===== src/rtl/mux_stream_rr.sv =====
// CH-way valid/ready stream mux with a single registered output stage; external select (MODE 0)
// or round-robin arbitration (MODE 1). Define MUX_STREAM_STATS_EN to add saturating per-channel grant counters.
module mux_stream_rr #(
    parameter int DW   = 4,
    parameter int CH   = 4,
    parameter int MODE = 0,
    parameter int CHW  = $clog2(CH)
) (
    input  logic             clk,
    input  logic             rst,
    input  logic [CH*DW-1:0] in_data,
    input  logic [CH-1:0]    in_valid,
    output logic [CH-1:0]    in_ready,
    input  logic [CHW-1:0]   sel,
    output logic [DW-1:0]    out_data,
    output logic             out_valid,
    input  logic             out_ready,
    output logic [CHW-1:0]   out_ch
`ifdef MUX_STREAM_STATS_EN
    ,
    output logic [CH*16-1:0] grant_cnt
`endif
);

    logic           vld_p1;
    logic [DW-1:0]  data_p1;
    logic [CHW-1:0] ch_p1;
    logic [CHW-1:0] ptr;
    logic [CHW-1:0] grant;
    logic           grant_vld;
    logic           load_en;
    logic [DW-1:0]  grant_data;
    logic [CHW-1:0] ptr_next;

    // The output register can take a new word when empty or when it is being drained this cycle.
    assign load_en = ~vld_p1 | out_ready;

    always_comb begin
        grant     = '0;
        grant_vld = 1'b0;
        if (MODE == 0) begin
            // Out-of-range select values match no channel and therefore never grant.
            for (int i = 0; i < CH; i++) begin
                if (int'(sel) == i && in_valid[i]) begin
                    grant     = CHW'(i);
                    grant_vld = 1'b1;
                end
            end
        end else begin
            for (int k = 0; k < CH; k++) begin
                for (int i = 0; i < CH; i++) begin
                    if (!grant_vld && in_valid[i] && ((int'(ptr) + k) % CH) == i) begin
                        grant     = CHW'(i);
                        grant_vld = 1'b1;
                    end
                end
            end
        end
    end

    always_comb begin
        in_ready   = '0;
        grant_data = '0;
        for (int i = 0; i < CH; i++) begin
            if (grant == CHW'(i)) begin
                in_ready[i] = load_en & grant_vld;
                grant_data  = in_data[i*DW +: DW];
            end
        end
    end

    assign ptr_next = (grant == CHW'(CH - 1)) ? '0 : grant + 1'b1;

    // Stage p1: registered output word and arbitration pointer.
    always_ff @(posedge clk or negedge rst) begin
        if (!rst) begin
            vld_p1  <= 1'b0;
            data_p1 <= '0;
            ch_p1   <= '0;
            ptr     <= '0;
        end else if (load_en) begin
            if (grant_vld) begin
                vld_p1  <= 1'b1;
                data_p1 <= grant_data;
                ch_p1   <= grant;
                ptr     <= ptr_next;
            end else begin
                vld_p1  <= 1'b0;
            end
        end
    end

    assign out_valid = vld_p1;
    assign out_data  = data_p1;
    assign out_ch    = ch_p1;

`ifdef MUX_STREAM_STATS_EN
    always_ff @(posedge clk or negedge rst) begin
        if (!rst) begin
            grant_cnt <= '0;
        end else begin
            for (int i = 0; i < CH; i++) begin
                if (in_ready[i] && in_valid[i] && grant_cnt[i*16 +: 16] != 16'hFFFF)
                    grant_cnt[i*16 +: 16] <= grant_cnt[i*16 +: 16] + 16'd1;
            end
        end
    end
`endif

endmodule


===== config.mk =====
export PLATFORM = sky130hd
export DESIGN_NAME = mux_stream_rr
export DESIGN_NICKNAME = d
export VERILOG_FILES = /design/src/rtl/mux_stream_rr.sv
export SDC_FILE = /design/constraint.sdc
export NUM_CORES = 1
export LEC_CHECK = 0
export CAP_MARGIN = 20
export CORE_AREA = 2 2 39 41
export CTS_BUF_LIST = sky130_fd_sc_hd__clkbuf_4 sky130_fd_sc_hd__clkbuf_8 sky130_fd_sc_hd__clkbuf_16
export CTS_CLUSTER_SIZE = 28
export DETAILED_ROUTE_END_ITERATION = 12
export DIE_AREA = 0 0 41 43
export DONT_BUFFER_PORTS = 1
export GPL_TIMING_DRIVEN = 0
export PLACE_DENSITY = 0.63
export SLEW_MARGIN = 20
export SYNTH_ARGS = -nofsm -noshare
export SYNTH_HDL_FRONTEND = slang
export SYNTH_SLANG_ARGS = --single-unit
export TNS_END_PERCENT = 1

===== constraint.sdc =====
create_clock -name clk -period 2.14 [get_ports clk]
set_clock_uncertainty 0.2 [all_clocks]
set_input_delay 0.642 -clock clk [delete_from_list [all_inputs] [get_ports clk]]
set_output_delay 0.642 -clock clk [all_outputs]
set_load 0.02 [all_outputs]

**Word-level counts from Yosys, hierarchy flattened**

Index checks and enable logic that the tools add are counted.

- Register bits: 7
- Bits of input ports: 25
- Logic and storage cells: 35

- Equality and inequality tests: 6
- Muxes and demuxes: 16
- Bitwise gates (word level): 3
- Reduce and logical (&&, ||, !) cells: 7

Operators with widths:

| operator | count |
|---|---|
| 4-bit two-way mux | 4 |
| 1-bit two-way mux | 10 |
| 2-bit equality test, second input constant | 4 |
| 2-bit by 1-bit equality test with 1-bit output, second input constant | 2 |
| 1-bit logical AND | 4 |
| 2-bit logical NOT | 2 |
| 2-bit two-way mux | 2 |
| 2-bit AND reduction | 1 |
| 1-bit bitwise AND | 1 |
| 1-bit inverter | 1 |
| 1-bit OR | 1 |

**Depth between registers and ports, before layout**

Gate-level depths: netlist of the first run.

- Word-level depth: 10
- Depth in mapped cells: 5
- Depth with buffers taken out: 4

**Worst setup path before layout of the first run**

Ideal clock, no wire load.

- Path type: input-to-output
- Start point: input port sel[1]
- End point: output port in_ready[0]
- Data arrival time: 1.673 ns
- Required time: 1.298 ns
- Slack: -0.375 ns
- Stages: 4
- Buffers on the path: 1
- Path through: clkbuf_1 > mux2i_1 > nor2b_1 > a211oi_1

- Cells in the longest elaborated chain, start to end: 8
- Elaborated cells between the ends (all ways): 18

RTL lines:

| item | line | text |
|---|---|---|
| start: declaration | 14 | `input logic [CHW-1:0] sel,` |
| 2-bit logical NOT | 44 | `if (int'(sel) == i && in_valid[i]) begin` |
| 1-bit logical AND | 44 |  |
| 1-bit two-way mux (4 in a row) | 44 |  |
| 1-bit bitwise AND | 66 | `in_ready[i] = load_en & grant_vld;` |
| 1-bit two-way mux (*) | 65 | `if (grant == CHW'(i)) begin` |
| end: declaration | 13 | `output logic [CH-1:0] in_ready,` |

Mark *: on every way between the ends. The rest lies on a longest branch, timed or not.

**Worst setup path in the final report of the first run**

- Start point: register vld_p1, in the netlist out_valid
- End point: output port in_ready[0]

- Cells in the longest elaborated chain, start to end: 4

RTL lines:

| item | line | text |
|---|---|---|
| start: declaration | 25 | `logic vld_p1;` |
| start signal: assignment | 77 | `vld_p1 <= 1'b0;` |
| start signal: assignment | 83 | `vld_p1 <= 1'b1;` |
| start signal: assignment | 88 | `vld_p1 <= 1'b0;` |
| 1-bit inverter | 36 | `assign load_en = ~vld_p1 \| out_ready;` |
| 1-bit OR | 36 |  |
| 1-bit bitwise AND | 66 |  |
| 1-bit two-way mux | 65 |  |

No other way between the ends.

==> key figures, run 1 <==
Hold path
  • Hold depth: 2
  • Min-Delay Path Class: primary input to register

Floorplanning
  • Initial Utilization: 39.78%
  • Total die area: 1763 µm²
  • Die Height: 43 µm
  • Die width: 41 µm
  • Rows: 14
  • I/O pin count: 36
  • Core area: 1384 µm²

Global routing
  • Initial antenna violation count: 0
  • All-Layer GR Usage: 18.61%
  • Vias in the first global route: 512
  • First-pass GRT wire length: 2.208 mm
  • Largest net degree at the start of global routing: 11
  • Remaining global-route overflow: 0

Drt
  • Residual DRC: 0
  • Detailed Route WL: 1.431 mm
  • Antenna violation net count after detailed routing: 0
  • Avg Vias per Cell: 5.942
  • Routed wire length per instance: 16.64 µm
  • Via count: 511
  • Initial DRC Count: 11
  • DR pass1 iterations: 3

Worst setup path
  • Path depth of the worst reg2reg path: 6
  • R2R setup slack: 0.29 ns
  • Critical path peak fanout: 3
  • CP Class: register to output pin
  • Critical path's largest stage delay: 0.47 ns
  • Slowest CP cell: dfrtp_2
  • CP Cell Sequence: nor2b_4 > nor3_4 > nor2_2 > a211oi_4
  • WP depth: 4
  • Critical path buffers and inverters: 0
  • Crit path required time: 1.30 ns
  • Crit path max-delay family: flip-flops
  • Critical path arrival: 1.43 ns
  • Startpoint type of the worst setup path: register
  • Critical path endpoint category: output pin

Logic synthesis
  • Most area-consuming cells after synthesis: dfrtp_1, o21ai_0, a22o_1, a22oi_1, a31oi_1
  • Synth Cell Area: 550.5 µm²
  • Top-area cell type share of the netlist area: 31.82%
  • Warnings, synthesis: 0
  • Syn nets: 88
  • Synth Register Bits: 7
  • Cell count after synthesis: 63
  • Post-synth EDFFs: 0
  • Post-synthesis sequential area ratio: 31.82%
  • Top_reg_cell synth: dfrtp_1
  • Syn_area_per_cell: 8.739 µm²
  • Cell type with the largest total area after synthesis: dfrtp_1
  • Asr flop ratio synth: 100.0%
  • Cell variety after synth: 26

Clock tree
  • Worst-skew pair later-pin latency: 0.25 ns
  • Clock Sinks: 7
  • Maximum buffer depth of the clock tree: 2
  • Total CTS buffers: 3
  • CTS tree: yes
  • H-tree depth: 1
  • Root Driver: clkbuf_4
  • Clock-pin slew on the worst setup and hold paths: 0.05 ns

Cells and area
  • Most common cell after layout, fill and taps aside: o21ai_0
  • Synth-to-Final Area Change: 24.09%
  • Diode count: 0
  • Layout cell share with drive strength beyond 1: 31.43%
  • Core Util, Final: 49.37%
  • Final #Nets: 96
  • Layout fillers: 130
  • Sequential cell area: 176.4 µm²
  • Footprint of the multi-input gates: 401.6 µm²
  • Commonest non-fill, non-tap cells in the layout: o21ai_0, dfrtp_1, clkbuf_4, nand3_1

STA
  • Fmax: 0.4405 GHz
  • RSZ-0062 raised after global routing: yes
  • Setup violations, final: 2
  • Max-slew violations: 0
  • Final setup margin: -0.1300 ns
  • Fin crit share: 106.1%
  • Worst-Margin Slew: 0.3633 ns
  • Final min period: 2.270 ns
  • Hold Fails Final Rpt: 0
  • Max-slew headroom: 75.09%
  • TNS Setup: -0.1785 ns

Pwr
  • Peak supply drop: 197.9 µV
  • Pleak: 0.2852 nW
  • Power density of the placed cells: 697.5 nW/µm²
  • Power Total: 0.4765 mW

Run status
  • Failing checks: negative setup slack
  • Status: complete, but fails checks

Placement
  • IO buf count: 0
  • Post-DP HPWL: 1.113 mm
  • GPL Wtd Cong: 0.6467

Job
  • Max-cap violations: 0
flip-flops by register name (all words and copies together), names as in the netlist:
register and cells:
out_data 4, out_valid 1, out_ch 2
logic make-up (layout without fill, tap and decap cells):
family / count (synthesis) / in the layout / synth area share, %
and+or+nand+nor: 25 / 25 / 27.95
AOI/OAI and AO/OA: 24 / 24 / 30.91
DFF: 7 / 7 / 31.82
buffers and inverters: 4 / 11 / 2.954
muxes: 3 / 3 / 6.363
layout make-up:
type / instances / area share, %
Tap cell: 16 / 2.930
Buffer: 3 / 3.846
Sequential cell: 7 / 25.82
Multi-Input combinational cell: 52 / 58.79
Inverter: 1 / 0.5495
Timing Repair Buffer: 3 / 3.663
Clock buffer: 4 / 4.396
synth_stat cells (2+ instances only):
library cell  count
a22o_1            4
a22oi_1           4
a31oi_1           4
and3_1            2
clkbuf_1          2
dfrtp_1           7
mux2i_1           2
nand2_1           2
nand2b_1          3
nand3_1           5
nor2b_1           2
nor3_1            5
o21ai_0           8
layer usage:
layer / vias up / share of wire, % / routed length [µm] / global-route usage (%)
met5: - / 0 / 0 / 0
met4: 0 / 2.2 / 31 / 12.00
li1: 258 / - / - / -
met3: 4 / 9.7 / 139 / 3.141
met2: 32 / 44 / 631 / 24.38
met1: 217 / 44 / 629 / 26.86
where the power goes:
part / total, mW / internal (mW) / switching, mW / leakage [nW]
logic: 0.124 / 0.0623 / 0.0617 / 0.189
clock network: 0.136 / 0.0840 / 0.0523 / 0.0184
registers: 0.216 / 0.161 / 0.0553 / 0.0780
through the flow:
stage	cells	cell area [µm²]	setup WS (ns)	hold slack, ns
2_1_floorplan	63	575.6	-0.1015	0.1464
3_3_place_gp	79	595.6	-0.2218	0.1466
3_5_place_dp	79	595.6	-0.2287	0.1466
4_1_cts	86	663.1	-0.2306	0.3621
5_1_grt	86	683.2	-0.1663	0.3800
6_report	86	683.2	-0.1300	0.3585
repair_timing:
action	in CTS	in global routing
hold buffers	1	0
endpoints found under the hold margin	7	0
setup buffers	2	0
gates resized for setup	6	5
pin swaps	2	2
endpoints found under the setup margin	4	4
final timing paths:
kind,startpoint,to
max in group asynchronous,rst,out_valid$_DFFE_PN0P_
setup reg to reg,out_valid$_DFFE_PN0P_,out_ch[0]$_DFFE_PN0P_
setup / recovery,out_valid$_DFFE_PN0P_,in_ready[0]
min in group asynchronous,rst,out_data[3]$_DFFE_PN0P_
hold reg to reg,out_ch[1]$_DFFE_PN0P_,out_ch[1]$_DFFE_PN0P_
hold / removal,in_data[12],out_data[0]$_DFFE_PN0P_
(Power assumes the default switching activity.)
==> run 2, diff against run 1 <==
- REMOVE_ABC_BUFFERS: default -> 1
==> run 2 against run 1 <==
  * The flow still finishes with violations (negative setup slack)
  * Flip-flop and latch count is the same
  * Sequential power is essentially flat
  * Non-clock buffer count shrank 3
  * Via count shrank 1.2%
  * Critical path depth is the same
  * Clock power shrank 9%
  * Power shrank 6.0%
  * Hold slack lost 0.0039 ns
  * Worst setup slack lost 0.046 ns
  * First-iteration DRC count shrank 55%
  * Utilization shrank 3.5 points
  * Largest power group unchanged
==> key figures, run 2 (same netlist as run 1, synthesis figures left out) <==
STA
  • Setup violations, final: 1
  • Final min period: 2.316 ns
  • Hold Fails Final Rpt: 0
  • Max-slew violations: 0
  • Final setup margin: -0.1761 ns
  • Fmax: 0.4318 GHz
  • Fin crit share: 108.2%
  • Max-slew headroom: 71.89%
  • TNS Setup: -0.1761 ns
  • RSZ-0062 raised after global routing: yes
  • Worst-Margin Slew: 0.4209 ns

Clock tree
  • H-tree depth: 1
  • Clock-pin slew on the worst setup and hold paths: 0.06 ns
  • Maximum buffer depth of the clock tree: 2
  • Total CTS buffers: 3
  • Worst-skew pair later-pin latency: 0.25 ns
  • Clock Sinks: 7
  • CTS tree: yes
  • Root Driver: clkbuf_4

Cells and area
  • Layout cell share with drive strength beyond 1: 22.39%
  • Most common cell after layout, fill and taps aside: o21ai_0
  • Design Area, Final: 634.4 µm²
  • Final #Nets: 93
  • Final std cells w/o fill: 83
  • Commonest non-fill, non-tap cells in the layout: o21ai_0, dfrtp_1, nand3_1
  • Synth-to-Final Area Change: 15.23%
  • Max reg flops: 4
  • Diode count: 0
  • Core Util, Final: 45.84%

Global routing
  • Remaining global-route overflow: 0
  • Vias in the first global route: 510
  • Initial antenna violation count: 0
  • Largest net degree at the start of global routing: 23
  • First-pass GRT wire length: 2.221 mm
  • All-Layer GR Usage: 18.23%

Drt
  • Residual DRC: 0
  • Routed wire length per instance: 16.83 µm
  • Via count: 505
  • Avg Vias per Cell: 6.084
  • Antenna violation net count after detailed routing: 0
  • Initial DRC Count: 5
  • Detailed Route WL: 1.397 mm
  • DR pass1 iterations: 4

Worst setup path
  • Slowest CP cell: dfrtp_2
  • CP Class: register to output pin
  • Critical path peak fanout: 7
  • Worst R2R End: out_ch[0]$_DFFE_PN0P_
  • R2r startpoint: out_valid$_DFFE_PN0P_
  • Crit path required time: 1.30 ns
  • Startpoint type of the worst setup path: register
  • Critical path's largest stage delay: 0.46 ns
  • Critical path arrival: 1.47 ns
  • Path depth of the worst reg2reg path: 5
  • R2R setup slack: 0.25 ns
  • Critical path endpoint category: output pin
  • CP Cell Sequence: nand2b_1 > o211a_4 > nor2_1 > a211oi_2

Hold path
  • Hold Crit Start: sel[1]
  • Min-Delay Path Class: primary input to register
  • Hold Crit Endpoint: out_data[0]$_DFFE_PN0P_
  • Hold depth: 2

Placement
  • GPL Wtd Cong: 0.6549
  • # placed instances: 76
  • Cell Area, Placed: 558.0 µm²
  • Post-DP HPWL: 1.009 mm
  • IO buf count: 0

Job
  • Max-cap violations: 0

Pwr
  • Peak supply drop: 256.6 µV
  • Power density of the placed cells: 706.3 nW/µm²
  • Power share of the clock group: 27.7%
  • Net Switching: 0.1640 mW
  • Sw Share: 36.60%
  • P_int: 0.2841 mW
  • Power Total: 0.4481 mW
  • Logic pwr share: 24.0%
  • Reg power frac: 48.2%
  • Pleak: 0.2622 nW

Run status
  • Failing checks: negative setup slack
  • Status: complete, but fails checks

Floorplanning
  • Rows: 14
  • Initial Utilization: 39.78%
  • Core area: 1384 µm²
  • I/O pin count: 36
  • Die width: 41 µm
  • Total die area: 1763 µm²
  • Die Height: 43 µm
[run 2: power groups by stage]
stage | clock network (mW) | logic (mW) | registers (mW)
after global placement | 0 | 0.0934 | 0.217
after detailed placement | 0 | 0.0950 | 0.218
after floorplan | 0 | 0.0831 | 0.212
after CTS | 0.128 | 0.107 | 0.216
after global routing | 0.132 | 0.120 | 0.221
final | 0.124 | 0.108 | 0.216
[run 2: what timing repair did]
item / 4_1_cts / 5_1_grt
endpoints found under the hold margin: 7 / 0
pin swaps: 2 / 0
gates resized for setup: 5 / 1
hold buffers: 1 / 0
setup endpoints to repair: 2 / 2
setup buffers: 2 / 0
[run 2: layout make-up]
class	count	area, µm²
Inverter	1	3.754
Clock buffer	3	22.52
Fill cell	147	749.5
Multi-Input combinational cell	52	381.6
Timing Repair Buffer	3	25.02
Tap cell	16	20.02
Clock inverter	1	5.005
Sequential cell	7	176.4
[run 2: worst max-delay path by stage]
stage                     startpoint  cells after the start           to  slack [ns]
2_1_floorplan            in_valid[2]                      4  in_ready[0]       -0.37
6_report       out_valid$_DFFE_PN0P_                      4  in_ready[0]       -0.18
4_1_cts        out_valid$_DFFE_PN0P_                      4  in_ready[0]       -0.19
5_1_grt        out_valid$_DFFE_PN0P_                      4  in_ready[0]       -0.24
3_5_place_dp             in_valid[2]                      4  in_ready[0]       -0.54
3_3_place_gp             in_valid[2]                      4  in_ready[0]       -0.54
[run 2: critical path: cells and delay by family (launching register included)]
kind / cells / cell delay (ns)
and+or+nand+nor: 2 / 0.20
DFF: 1 / 0.46
AOI/OAI and AO/OA: 2 / 0.56
[run 2: routing by layer]
layer  up-vias  routed length (µm)  global-route usage [%]
met5         -                   0                       0
met4         0                   5                   8.000
met3         2                 130                   4.712
met2        30                 646                   25.62
met1       223                 614                   25.32
li1        250                   -                       -
[run 2: through the flow]
| step | setup WS (ns) | hold WS, ns |
|---|---|---|
| after CTS | -0.1914 | 0.3469 |
| after global placement | -0.5405 | 0.1466 |
| after global routing | -0.2414 | 0.3518 |
| after detailed placement | -0.5421 | 0.1466 |
| after floorplan | -0.3712 | 0.1464 |
| final | -0.1761 | 0.3546 |
